**config.mk**
```make
export PLATFORM = sky130hd
export DESIGN_NAME = bluetooth_status_tx
export DESIGN_NICKNAME = d
export VERILOG_FILES = /design/src/rtl/bt_pkg.sv /design/src/rtl/uart_byte_tx.sv /design/src/rtl/bluetooth_status_tx.sv
export SDC_FILE = /design/constraint.sdc
export NUM_CORES = 1
export LEC_CHECK = 0
export ABC_CLOCK_PERIOD_IN_PS = 3100
export CORE_UTILIZATION = 60
export CTS_CLUSTER_SIZE = 12
export DETAILED_ROUTE_END_ITERATION = 7
export PLACE_DENSITY_LB_ADDON = 0.15
export SETUP_SLACK_MARGIN = 0.15
export SLEW_MARGIN = 20
export SYNTH_ARGS = -nofsm -noshare
export SYNTH_HDL_FRONTEND = slang
export SYNTH_HIERARCHICAL = 1
export SYNTH_SLANG_ARGS = --single-unit
```
**constraint.sdc**
```tcl
create_clock -name sys_clk -period 3.1 [get_ports sys_clk]
set_clock_uncertainty 0.1 [all_clocks]
set_input_delay 0.93 -clock sys_clk [delete_from_list [all_inputs] [get_ports sys_clk]]
set_output_delay 0.93 -clock sys_clk [all_outputs]
set_load 0.01 [all_outputs]
```
**src/rtl/bt_pkg.sv**
```systemverilog
// Shared constants, types and helpers for the Bluetooth status transmitter.
package bt_pkg;

    // ASCII characters used in the status frame
    localparam logic [7:0] CH_S  = 8'h53;
    localparam logic [7:0] CH_G  = 8'h47;
    localparam logic [7:0] CH_P  = 8'h50;
    localparam logic [7:0] CH_C  = 8'h43;
    localparam logic [7:0] CH_I  = 8'h49;
    localparam logic [7:0] CH_CR = 8'h0D;
    localparam logic [7:0] CH_LF = 8'h0A;

    // Number of bytes in one status frame
    localparam int FRAME_LEN = 6;

    // Camera mode as reported in the status vector
    typedef enum logic [1:0] {
        MODE_I = 2'd0,
        MODE_C = 2'd1,
        MODE_P = 2'd2,
        MODE_G = 2'd3
    } mode_e;

    // Status vector S = {mode, photo slot, sd ready, camera ready}
    typedef struct packed {
        mode_e      mode;
        logic [3:0] photo;
        logic       sd_ready;
        logic       cam_ready;
    } status_t;

    // Per-byte serializer states
    typedef enum logic [1:0] {
        TX_IDLE,
        TX_START,
        TX_DATA,
        TX_STOP
    } tx_state_e;

    // Frame sequencer states
    typedef enum logic {
        SEQ_IDLE,
        SEQ_SEND
    } seq_state_e;

    function automatic logic [7:0] hex_ascii(input logic [3:0] nib);
        if (nib < 4'd10) begin
            return 8'h30 + {4'h0, nib};
        end
        return 8'h37 + {4'h0, nib};
    endfunction

    function automatic logic [7:0] mode_ascii(input mode_e m);
        case (m)
            MODE_G:  return CH_G;
            MODE_P:  return CH_P;
            MODE_C:  return CH_C;
            default: return CH_I;
        endcase
    endfunction

    // Byte idx of the frame built from a latched status snapshot
    function automatic logic [7:0] frame_byte(input logic [2:0] idx, input status_t s);
        case (idx)
            3'd0:    return CH_S;
            3'd1:    return mode_ascii(s.mode);
            3'd2:    return hex_ascii(s.photo);
            3'd3:    return 8'h30 + {6'd0, s.sd_ready, s.cam_ready};
            3'd4:    return CH_CR;
            default: return CH_LF;
        endcase
    endfunction

endpackage

```
**src/rtl/uart_byte_tx.sv**
```systemverilog
// 8N1 serializer for a single byte with a valid/ready handshake.
// Ready is also raised in the last cycle of the stop bit so that a
// following byte starts with no idle gap on the line.
module uart_byte_tx
    import bt_pkg::*;
#(
    parameter int BAUD_DIV = 16
) (
    input  logic       clk_i,
    input  logic       rst_ni,
    input  logic       byte_valid_i,
    input  logic [7:0] byte_data_i,
    output logic       byte_ready_o,
    output logic       txd_o
);

    localparam int CW = $clog2(BAUD_DIV);
    localparam logic [CW-1:0] CNT_MAX = CW'(BAUD_DIV - 1);

    tx_state_e     state_q;
    logic [CW-1:0] cnt_q;
    logic [2:0]    bit_idx_q;
    logic [7:0]    shift_q;
    logic          txd_q;
    logic          bit_end;
    logic          accept;

    assign bit_end      = (cnt_q == CNT_MAX);
    assign byte_ready_o = (state_q == TX_IDLE) || ((state_q == TX_STOP) && bit_end);
    assign accept       = byte_valid_i && byte_ready_o;
    assign txd_o        = txd_q;

    // Baud counter and start/data/stop sequencing with a registered line output
    always_ff @(posedge clk_i or negedge rst_ni) begin
        if (!rst_ni) begin
            state_q   <= TX_IDLE;
            cnt_q     <= '0;
            bit_idx_q <= 3'd0;
            shift_q   <= 8'h00;
            txd_q     <= 1'b1;
        end else if (accept) begin
            state_q   <= TX_START;
            cnt_q     <= '0;
            bit_idx_q <= 3'd0;
            shift_q   <= byte_data_i;
            txd_q     <= 1'b0;
        end else begin
            case (state_q)
                TX_IDLE: begin
                    cnt_q <= '0;
                    txd_q <= 1'b1;
                end
                TX_START: begin
                    if (bit_end) begin
                        state_q <= TX_DATA;
                        cnt_q   <= '0;
                        txd_q   <= shift_q[0];
                        shift_q <= shift_q >> 1;
                    end else begin
                        cnt_q <= cnt_q + CW'(1);
                    end
                end
                TX_DATA: begin
                    if (bit_end) begin
                        cnt_q <= '0;
                        if (bit_idx_q == 3'd7) begin
                            state_q <= TX_STOP;
                            txd_q   <= 1'b1;
                        end else begin
                            bit_idx_q <= bit_idx_q + 3'd1;
                            txd_q     <= shift_q[0];
                            shift_q   <= shift_q >> 1;
                        end
                    end else begin
                        cnt_q <= cnt_q + CW'(1);
                    end
                end
                default: begin
                    if (bit_end) begin
                        state_q <= TX_IDLE;
                        cnt_q   <= '0;
                        txd_q   <= 1'b1;
                    end else begin
                        cnt_q <= cnt_q + CW'(1);
                    end
                end
            endcase
        end
    end

endmodule

```
**src/rtl/bluetooth_status_tx.sv**
```systemverilog
// Reports camera status to the phone as a 6-byte ASCII frame over UART.
// A frame goes out on request or whenever the status differs from the last
// one reported; changes seen during a frame collapse into one follow-up.
module bluetooth_status_tx
    import bt_pkg::*;
#(
    parameter int CLK_FREQ = 100_000_000,
    parameter int BAUD     = 9600
) (
    input  logic       sys_clk,
    input  logic       sys_rst_n,
    input  logic       camera_show_mode,
    input  logic       caught_photo_mode,
    input  logic       get_photo_mode,
    input  logic [3:0] select_photo_no,
    input  logic       sd_init_done,
    input  logic       camera_init_done,
    input  logic       send_req,
    output logic       bluetooth_txd,
    output logic       tx_busy,
    output logic       frame_done
);

    // Must be at least 2 so the baud counter has a real range
    localparam int BAUD_DIV = CLK_FREQ / BAUD;

    seq_state_e seq_state_q;
    status_t    status_now;
    status_t    snap_q;
    status_t    last_q;
    logic       pending_q;
    logic [2:0] byte_idx_q;
    logic       frame_done_q;

    logic       trigger;
    logic       byte_valid;
    logic [7:0] byte_data;
    logic       byte_ready;
    logic       accept;

    // Build the live status vector; get beats caught beats show
    always_comb begin
        status_now           = '0;
        status_now.photo     = select_photo_no;
        status_now.sd_ready  = sd_init_done;
        status_now.cam_ready = camera_init_done;
        if (get_photo_mode) begin
            status_now.mode = MODE_G;
        end else if (caught_photo_mode) begin
            status_now.mode = MODE_P;
        end else if (camera_show_mode) begin
            status_now.mode = MODE_C;
        end else begin
            status_now.mode = MODE_I;
        end
    end

    assign trigger = send_req || (status_now != last_q) || pending_q;

    // Offer the leading 'S' while idle, then the snapshot bytes in order
    always_comb begin
        byte_valid = 1'b0;
        byte_data  = CH_S;
        if (seq_state_q == SEQ_IDLE) begin
            byte_valid = trigger;
        end else begin
            byte_valid = (byte_idx_q < 3'(FRAME_LEN));
            byte_data  = frame_byte(byte_idx_q, snap_q);
        end
    end

    assign accept = byte_valid && byte_ready;

    // Frame sequencer: snapshot, pending flag and byte index
    always_ff @(posedge sys_clk or negedge sys_rst_n) begin
        if (!sys_rst_n) begin
            seq_state_q  <= SEQ_IDLE;
            snap_q       <= '0;
            last_q       <= '0;
            pending_q    <= 1'b0;
            byte_idx_q   <= 3'd0;
            frame_done_q <= 1'b0;
        end else begin
            frame_done_q <= 1'b0;
            case (seq_state_q)
                SEQ_IDLE: begin
                    if (accept) begin
                        seq_state_q <= SEQ_SEND;
                        snap_q      <= status_now;
                        last_q      <= status_now;
                        pending_q   <= 1'b0;
                        byte_idx_q  <= 3'd1;
                    end
                end
                default: begin
                    if (send_req || (status_now != last_q)) begin
                        pending_q <= 1'b1;
                    end
                    if (accept) begin
                        byte_idx_q <= byte_idx_q + 3'd1;
                    end else if (byte_ready && (byte_idx_q == 3'(FRAME_LEN))) begin
                        seq_state_q  <= SEQ_IDLE;
                        byte_idx_q   <= 3'd0;
                        frame_done_q <= 1'b1;
                    end
                end
            endcase
        end
    end

    assign tx_busy    = (seq_state_q == SEQ_SEND);
    assign frame_done = frame_done_q;

    uart_byte_tx #(
        .BAUD_DIV(BAUD_DIV)
    ) u_byte_tx (
        .clk_i       (sys_clk),
        .rst_ni      (sys_rst_n),
        .byte_valid_i(byte_valid),
        .byte_data_i (byte_data),
        .byte_ready_o(byte_ready),
        .txd_o       (bluetooth_txd)
    );

endmodule

```
Word-level counts from Yosys, hierarchy flattened
Cells that the tools add are included.
- register bits after elaboration: 42
- input bits: 12
- output and inout port bits: 3
- word-level logic and storage cells: 114
- add/sub/neg operators: 6
- $lt $le $gt $ge: 2
- equal/unequal tests: 21
- muxes and demuxes: 50
- bitwise operators: 1
- reduce and logical (&&, ||, !) cells: 21
- operators with widths (kind ; number):
    $mux W8 ; 7
    $mux W14 ; 3
    $pmux W8 S5 ; 1
    $mux W3 ; 8
    $mux W1 ; 20
    $pmux W8 S2 ; 1
    $pmux W5 S3 ; 1
    $add A14 B1 Y14 const B ; 1
    $add A6 B4 Y7 const A ; 2
    $eq A14 B14 Y1 const B ; 1
    $mux W2 ; 7
    $eq A3 B3 Y1 const B ; 3
    $ne A3 B2 Y1 const B ; 3
    $reduce_and A3 Y1 ; 3
    $eq A2 B2 Y1 const B ; 4
    $ne A8 B8 Y1 ; 1
    $reduce_bool A2 Y1 ; 4
    $add A6 B2 Y7 const A ; 1
    $add A3 B1 Y3 const B ; 2
    $eq A3 B2 Y1 const B ; 2
    $pmux W2 S3 ; 1
    $reduce_and A2 Y1 ; 3
    $reduce_bool A3 Y1 ; 2
    $eq A2 B1 Y1 const B ; 2
    13 further kinds ; 18

Longest topological paths before layout
Gate-level depths: netlist of the first run.
- word-level depth: 10
- gate-level depth with buffers: 11
- depth with buffers taken out: 9

Cells and area by module
The synthesis of the first run kept the hierarchy.
- by module, submodules not included (module ; times used ; cells each ; area each (µm²) ; sequential area each (µm²)):
    uart_byte_tx ; 1 ; 169 ; 1602.8 ; 701.9
    bluetooth_status_tx ; 1 ; 125 ; 1096.1 ; 350.3

Worst setup path after synthesis of the first run
OpenSTA, ideal clock, no wires.
- kind: input to register
- from: input camera_show_mode
- to: register u_byte_tx.shift_q[0]
- setup time: 0.128 ns
- data arrival time: 3.036 ns
- required time: 2.872 ns
- path slack: -0.164 ns
- stages: 10
- buffers on the path: 1
- path through: nor2b_1 > or3_4 > a2111oi_4 > and3_2 > mux2i_1 > and4b_1 > and4_1 > clkbuf_2 > a311oi_1 > a21oi_1
- word-level cells in the longest chain between the ends: 10
- elaborated cells on any way between the ends: 14
- those cells by class: 4 x eq/ne; 5 x mux; 5 x reduce/logical
- ends and longest elaborated chain (item ; RTL line ; text):
    start: declaration ; bluetooth_status_tx.sv:12 ; input logic camera_show_mode,
    $mux W1 * ; bluetooth_status_tx.sv:51 ; end else if (camera_show_mode) begin
    $mux W2 * ; bluetooth_status_tx.sv:49 ; end else if (caught_photo_mode) begin
    $mux W2 * ; bluetooth_status_tx.sv:47 ; if (get_photo_mode) begin
    $ne A8 B8 Y1 * ; bluetooth_status_tx.sv:58 ; assign trigger = send_req || (status_now != last_q) || pending_q;
    $logic_or A1 B1 Y1 * (2 in a row) ; bluetooth_status_tx.sv:58 ;
    $mux W1 * ; bluetooth_status_tx.sv:64 ; if (seq_state_q == SEQ_IDLE) begin
    net byte_valid ; bluetooth_status_tx.sv:36 ; logic byte_valid;
    $logic_and A1 B1 Y1 * ; uart_byte_tx.sv:30 ; assign accept = byte_valid_i && byte_ready_o;
    $ne A3 B2 Y1 (no source line) (tied with other cells) ; n/a ;
    $reduce_and A4 Y1 (no source line) ; n/a ;
    end signal: assignment ; uart_byte_tx.sv:45 ; shift_q <= byte_data_i;
    end signal: assignment ; uart_byte_tx.sv:58 ; shift_q <= shift_q >> 1;
    end signal: assignment ; uart_byte_tx.sv:72 ; shift_q <= shift_q >> 1;
    end: declaration ; uart_byte_tx.sv:23 ; logic [7:0] shift_q;
Mark *: on every way through the listed nets, which the timed path passes. The rest lies on a longest branch.
A chain may end at the register's enable or synchronous reset.

Worst setup path in the final report of the first run
Same ends and word-level chain as after synthesis.

==> results by group, run 1 <==
Run status
  • Run status: finished clean

STA
  • Final-report setup violation count: 0
  • Final Hold Vio Count: 0
  • Max Freq: 346.6 MHz
  • RSZ-0062 raised after global routing: no
  • Final period utilization: 93.07%
  • Slew Limit Fails: 0
  • Worst slew margin: 38.15%
  • Worst setup margin: 214.7 ps
  • Slew @ Worst Pin: 927.7 ps
  • Final worst path period need: 2885 ps
  • Fin Setup TNS: 0 ps

Clocking
  • CTS Hold Bufs: 0
  • CTS tree: yes
  • CTS Buf Count: 5
  • Clk sink count: 42
  • Worst skew pair latency: 300 ps
  • Max clock buf depth: 2
  • Worst-path clk slew: 80 ps
  • Clk Tree Root Cell: clkbuf_8
  • H-Tree Depth: 2

Yosys
  • Number of synthesized flops with an enable pin: 0
  • Mux cell area share after synthesis: 2.874%
  • FFs w/ async S/R, synth: 100.0%
  • Post-synthesis compound-gate area fraction: 21.09%
  • Mapped cell area: 2699 µm²
  • Cells taking the most area after synthesis: dfrtp_1, ha_1, a21oi_1
  • Largest family of logic cells by synthesized area: simple AND/OR/NAND/NOR gates
  • Library cells used by synthesis: 54
  • Post-synth top cells: dfrtp_1, a21oi_1, o21ai_0
  • Adder-cell share of the synthesized area: 6.027%
  • Cell with the most instances after synthesis: dfrtp_1
  • Synthesized flop and latch total: 42
  • Sequential-to-total area share from yosys stat: 38.99%
  • Synth Area in XOR/XNOR: 5.841%
  • Syn nets: 319
  • Yosys top cell by area: dfrtp_1
  • Top_reg_cell synth: dfrtp_1
  • Post-synthesis cell count: 294
  • Simple-Gate Fraction of Synth Area: 21.42%
  • Mean Syn Cell Area: 9.180 µm²
  • Synth Warn #: 6
  • Share of the synthesized area in the top cell type: 38.02%

Drt
  • Routed WL: 5668 µm
  • Antenna-violating nets left: 0
  • DRC Markers: 0
  • DRT iter0 DRCs: 228
  • Via count: 2,239
  • Drt pass-1 iters: 4
  • Drt wl/cell: 15.40 µm
  • Via-to-Cell Ratio: 6.084

Global routing
  • GRT Total Usage: 24.63%
  • Vias in the first global route: 2,079
  • Global-route wire length before repair: 9418 µm
  • Largest net degree at the start of global routing: 43
  • Initial antenna violation count: 0
  • Gr ovfl total: 0

Worst setup path
  • Critical path's largest stage delay: 400 ps
  • Crit path kind: in -> reg
  • Signal arrival time at the worst endpoint: 2960 ps
  • Worst-path cell chain: buf_6 -> nor2b_4 -> or3_4 -> a2111oi_4 -> and3_4 -> mux2i_4 -> and4b_1 -> and4_4 -> a311oi_2 -> a21oi_1
  • Req. time, crit path: 3170 ps
  • CP Buf/Inv Count: 1
  • Critical path origin: camera_show_mode
  • R2r worst-path depth: 8
  • Worst setup EP type: flop
  • Critical Path Fanout Max: 8
  • Worst path depth: 10
  • Worst r2r src: last_q[6]
  • Slowest CP cell: a2111oi_4
  • Top delay family on crit path: simple AND/OR/NAND/NOR gates
  • Worst setup SP type: input pin

Min path
  • Hold_sp: u_byte_tx/cnt_q[0]
  • Worst Hold Class: reg -> reg
  • Worst hold path cell count: 1

Floorplan
  • CORE AREA: 4324 µm²
  • I/O pins: 15
  • Width of the die: 69.07 µm
  • Die H: 69.07 µm
  • FP Rows: 24
  • Starting density of the core: 62.41%
  • Die area: 4770 µm²

Power and ir drop
  • Sw frac: 22.74%
  • Max rail drop VDD: 0.3106 mV
  • LEAKAGE: 1.381 nW
  • Net Sw Power: 0.0002582 W
  • Pwr dens: 362.4 nW/µm²
  • Int Pwr: 0.0008773 W
  • Logic pwr share: 7.9%
  • Clk pwr share: 39.5%
  • Sequential fraction of design power: 52.7%

Layout
  • Share of layout cells above drive strength 1: 16.46%
  • Number of antenna diodes: 0
  • Final nets: 340
  • Area growth, synth to finish: 16.09%
  • Post-route core utilization: 72.45%

Placed design
  • Port bufs: 14
  • Post-DP HPWL: 3956 µm
  • Placer Congestion: 0.8707
  • Worst Setup Slack post-DPL: -462.8 ps

Job
  • Max cap viols: 0
[per-stage QoR]
step,power [W],hold WS (ps),std cells,cell area [µm²]
3_5_place_dp,0.0006969,387.5,359,2944
3_3_place_gp,0.0006938,380.0,359,2944
2_1_floorplan,0.0006541,354.7,294,2734
4_1_cts,0.001146,400.1,368,3080
6_report,0.001135,390.9,368,3133
5_1_grt,0.001180,421.3,368,3133
[repair_timing]
| item | CTS | global route |
|---|---|---|
| buffers inserted | 1 | 0 |
| pin swaps | 5 | 10 |
| setup endpoints to repair | 14 | 6 |
| resized for setup | 15 | 13 |
[kinds of logic after synthesis]
family	count (synthesis)
AND/OR/NAND/NOR	102
AO/OA/AOI/OAI	88
flip-flops	42
buffers and inverters	23
XOR/XNOR	18
adder cells (fa/ha/maj)	13
multiplexers	7
other	1
[worst register-to-register path: stages, from the launching register on]
cell and delay (ps):
dfrtp_1 470, or3_4 410, a2111oi_4 400, and3_4 250, mux2i_4 70, and4b_1 200, and4_4 220, a311oi_2 260
a21oi_1 100
[metal layers]
layer | share of wire (%) | routed length (µm) | up-vias | GRT usage [%]
li1 | - | - | 1111 | -
met1 | 50 | 2842 | 1073 | 34.17
met5 | 0 | 0 | - | 0
met2 | 46 | 2612 | 47 | 38.19
met3 | 2.2 | 126 | 8 | 4.678
met4 | 1.5 | 87 | 0 | 9.751
[cell usage in the layout, fill, tap and decap left out, types with 2 or more instances in the layout]
master and instances:
a21o_1 3, a21oi_1 29, a311oi_2 7, a31oi_1 5, and4_1 3, buf_2 2
buf_4 10, clkbuf_8 6, clkdlybuf4s50_1 6, dfrtp_1 41, dlymetal6s2s_1 4, ha_1 13
inv_1 13, mux2_2 6, nand2_1 23, nand2b_1 3, nand3_1 9, nand4_1 7
nor2_1 23, nor2b_1 4, nor3_1 7, nor3b_2 2, nor4_1 2, o21ai_0 27
o221ai_1 2, or3_1 5, xnor2_1 9, xor2_1 7, xor2_2 2
[final timing paths]
path                       slack (ps)                    to
max                               210  u_byte_tx/shift_q[0]
min                               390    u_byte_tx/cnt_q[0]
max reg2reg                       500  u_byte_tx/shift_q[0]
min reg2reg                       390    u_byte_tx/cnt_q[0]
max in group asynchronous        1650    u_byte_tx/cnt_q[3]
min in group asynchronous         660             last_q[4]
[state kept, by name, summed over array words and instances, names as in the netlist]
name,count
u_byte_tx/cnt_q,14
u_byte_tx/shift_q,8
byte_idx_q,3
last_q,8
frame_done,1
tx_busy,1
u_byte_tx/state_q,2
pending_q,1
u_byte_tx/bit_idx_q,3
u_byte_tx/txd_o,1
[layout make-up]
cell class | instances | area (µm²)
Multi-Input combinational cell | 229 | 1639
Fill cell | 340 | 1191
Sequential cell | 42 | 1052
Timing Repair Buffer | 24 | 211.5
Clock buffer | 7 | 86.33
Tap cell | 52 | 65.06
Inverter | 13 | 48.80
Clock inverter | 1 | 30.03
[power by group through the flow]
| stage | clock (W) | combinational, W | sequential, W |
|---|---|---|---|
| finish | 0.000448 | 0.0000895 | 0.000598 |
| CTS | 0.000459 | 0.0000898 | 0.000597 |
| global route | 0.000479 | 0.000101 | 0.000600 |
| floorplan | 0 | 0.0000524 | 0.000602 |
| global placement | 0 | 0.0000874 | 0.000606 |
| detailed placement | 0 | 0.0000894 | 0.000608 |
(Power assumes the default switching activity.)
==> inputs of run 2 (changes only) <==
Settings changed: ABC_CLOCK_PERIOD_IN_PS 3100 to unset, PLACE_DENSITY set to 0.8, PLACE_DENSITY_LB_ADDON 0.15 to unset.
==> results by group, run 2 (synthesized netlist as in run 1, its figures left out) <==
Run status
  • Run status: finished clean (unchanged)

Layout
  • Area growth, synth to finish: 15.58% (was 16.09%)
  • Max FFs per register: 14 (unchanged)
  • Commonest non-fill, non-tap cell in the layout: dfrtp_1 (unchanged)
  • Largest register by flop count: u_byte_tx/cnt_q (unchanged)
  • Top flop regs: u_byte_tx/cnt_q x14, last_q x8, u_byte_tx/shift_q x8 (unchanged)
  • Final nets: 343 (was 340)
  • Final Non-Filler Cells: 371 (was 368)
  • Share of layout cells above drive strength 1: 16.61% (was 16.46%)
  • Final Cell Area: 3119 µm² (was 3133 µm²)
  • Leading cell types in the layout, fill and taps excluded: dfrtp_1, a21oi_1, o21ai_0 (unchanged)
  • Number of antenna diodes: 0 (unchanged)
  • Post-route core utilization: 72.14% (was 72.45%)

Floorplan
  • Starting density of the core: 62.41% (unchanged)
  • CORE AREA: 4324 µm² (unchanged)
  • Die area: 4770 µm² (unchanged)
  • Width of the die: 69.07 µm (unchanged)
  • I/O pins: 15 (unchanged)
  • FP Rows: 24 (unchanged)
  • Die H: 69.07 µm (unchanged)

Clocking
  • H-Tree Depth: 2 (unchanged)
  • Clk Tree Root Cell: clkbuf_8 (unchanged)
  • Worst skew pair latency: 300 ps (about the same)
  • Clk sink count: 42 (unchanged)
  • CTS Hold Bufs: 0 (unchanged)
  • CTS tree: yes (unchanged)
  • Worst-path clk slew: 80 ps (about the same)
  • CTS Buf Count: 5 (unchanged)
  • Max clock buf depth: 2 (unchanged)

STA
  • Slew Limit Fails: 0 (unchanged)
  • Worst slew margin: 38.38% (was 38.15%)
  • Final Hold Vio Count: 0 (unchanged)
  • Max Freq: 349.5 MHz (was 346.6 MHz)
  • WHS: 399.8 ps (was 390.9 ps)
  • Final period utilization: 92.30% (was 93.07%)
  • Final-report setup violation count: 0 (unchanged)
  • Final worst path period need: 2861 ps (was 2885 ps)
  • Slew @ Worst Pin: 924.4 ps (was 927.7 ps)
  • Worst setup margin: 238.7 ps (was 214.7 ps)
  • RSZ-0062 raised after global routing: no (unchanged)

Worst setup path
  • Worst setup SP type: input pin (unchanged)
  • Worst setup EP type: flop (unchanged)
  • Crit path kind: in -> reg (unchanged)
  • Req. time, crit path: 3170 ps (about the same)
  • Signal arrival time at the worst endpoint: 2930 ps (was 2960 ps)
  • Critical Path Fanout Max: 8 (unchanged)

Job
  • Max cap viols: 0 (unchanged)

Global routing
  • Initial antenna violation count: 0 (unchanged)
  • Gr ovfl total: 0 (unchanged)
  • Vias in the first global route: 2,194 (was 2,079)
  • Largest net degree at the start of global routing: 43 (unchanged)
  • Global-route wire length before repair: 10,040 µm (was 9418 µm)
  • GRT Total Usage: 26.12% (was 24.63%)

Drt
  • DRT iter0 DRCs: 133 (was 228)
  • Via count: 2,293 (was 2,239)
  • Antenna-violating nets left: 0 (unchanged)
  • DRC Markers: 0 (unchanged)
  • Via-to-Cell Ratio: 6.181 (was 6.084)
  • Routed WL: 5783 µm (was 5668 µm)
  • Drt wl/cell: 15.59 µm (was 15.40 µm)
  • Drt pass-1 iters: 4 (unchanged)

Power and ir drop
  • Int Pwr: 0.0008548 W (was 0.0008773 W)
  • Pwr dens: 362.2 nW/µm² (was 362.4 nW/µm²)
  • Clk pwr share: 39.1% (was 39.5%)
  • Net Sw Power: 0.0002749 W (was 0.0002582 W)
  • LEAKAGE: 1.377 nW (was 1.381 nW)
  • Sequential fraction of design power: 53.0% (was 52.7%)
  • Sw frac: 24.33% (was 22.74%)
  • Max rail drop VDD: 0.3140 mV (was 0.3106 mV)
  • Logic pwr share: 7.9% (about the same)

Placed design
  • Worst Setup Slack post-DPL: -521.8 ps (was -462.8 ps)
  • Placement Cell Area: 2937 µm² (was 2944 µm²)
  • Port bufs: 14 (unchanged)
  • Post-DP HPWL: 4112 µm (was 3956 µm)
  • Placer Congestion: 0.8790 (was 0.8707)
  • Cell total after placement: 358 (was 359)

Min path
  • Worst Hold Class: reg -> reg (unchanged)
[run 2: power by group through the flow]
| stage | Combinational (W) | Clock [W] | Sequential (W) |
|---|---|---|---|
| after floorplan | 0.0000524 | 0 | 0.000602 |
| after global placement | 0.0000875 | 0 | 0.000607 |
| after detailed placement | 0.0000906 | 0 | 0.000608 |
| after CTS | 0.0000899 | 0.000447 | 0.000597 |
| after global routing | 0.0000990 | 0.000468 | 0.000601 |
| final | 0.0000895 | 0.000442 | 0.000598 |
[run 2: worst max-delay path, cell delays in order]
cell,delay (ps)
clkdlybuf4s50_1,460
xor2_2,190
a2111oi_4,230
and3_4,250
mux2i_4,70
and4b_1,210
and4_4,210
a311oi_2,270
a21oi_1,100
[run 2: repair_timing]
item | CTS | global route
gates resized for setup | 14 | 10
endpoints found under the setup margin | 11 | 8
buffers inserted | 4 | 1
endpoints found under the hold margin | 0 | 0
pin swaps | 7 | 7
[run 2: path summary, 6_finish.rpt]
path,start,end,slack [ps],depth (start not counted)
setup / recovery,select_photo_no[0],u_byte_tx/shift_q[0],240,9
hold / removal,u_byte_tx/cnt_q[0],u_byte_tx/cnt_q[0],400,1
setup reg to reg,u_byte_tx/cnt_q[4],last_q[2],440,6
hold reg to reg,u_byte_tx/cnt_q[0],u_byte_tx/cnt_q[0],400,1
max in group asynchronous,sys_rst_n,byte_idx_q[0],1660,1
min in group asynchronous,sys_rst_n,last_q[1],650,1
[run 2: final cells by class]
cell class              instances  area (µm²)
inverters                      13       48.80
fillers                       322        1205
flip-flops and latches         42        1052
clock inverters                 3       43.79
repair buffers                 27       220.2
clock buffers                   5       68.82
multi-input cells             229        1620
well taps                      52       65.06
[run 2: routing by layer]
metal | vias up | track usage (%) | part of all wire (%) | wire (µm)
li1 | 1118 | - | - | -
met1 | 1094 | 36.15 | 47 | 2698
met2 | 70 | 41.32 | 47 | 2720
met3 | 11 | 4.532 | 4.7 | 274
met4 | 0 | 9.297 | 1.6 | 90
met5 | - | 0 | 0 | 0
[run 2: stage by stage]
| step | power, W | TNS [ps] |
|---|---|---|
| after global placement | 0.0006948 | -3832 |
| after CTS | 0.001134 | 0 |
| after detailed placement | 0.0006988 | -4381 |
| after global routing | 0.001167 | 0 |
| final | 0.001130 | 0 |
| after floorplan | 0.0006541 | -145.4 |
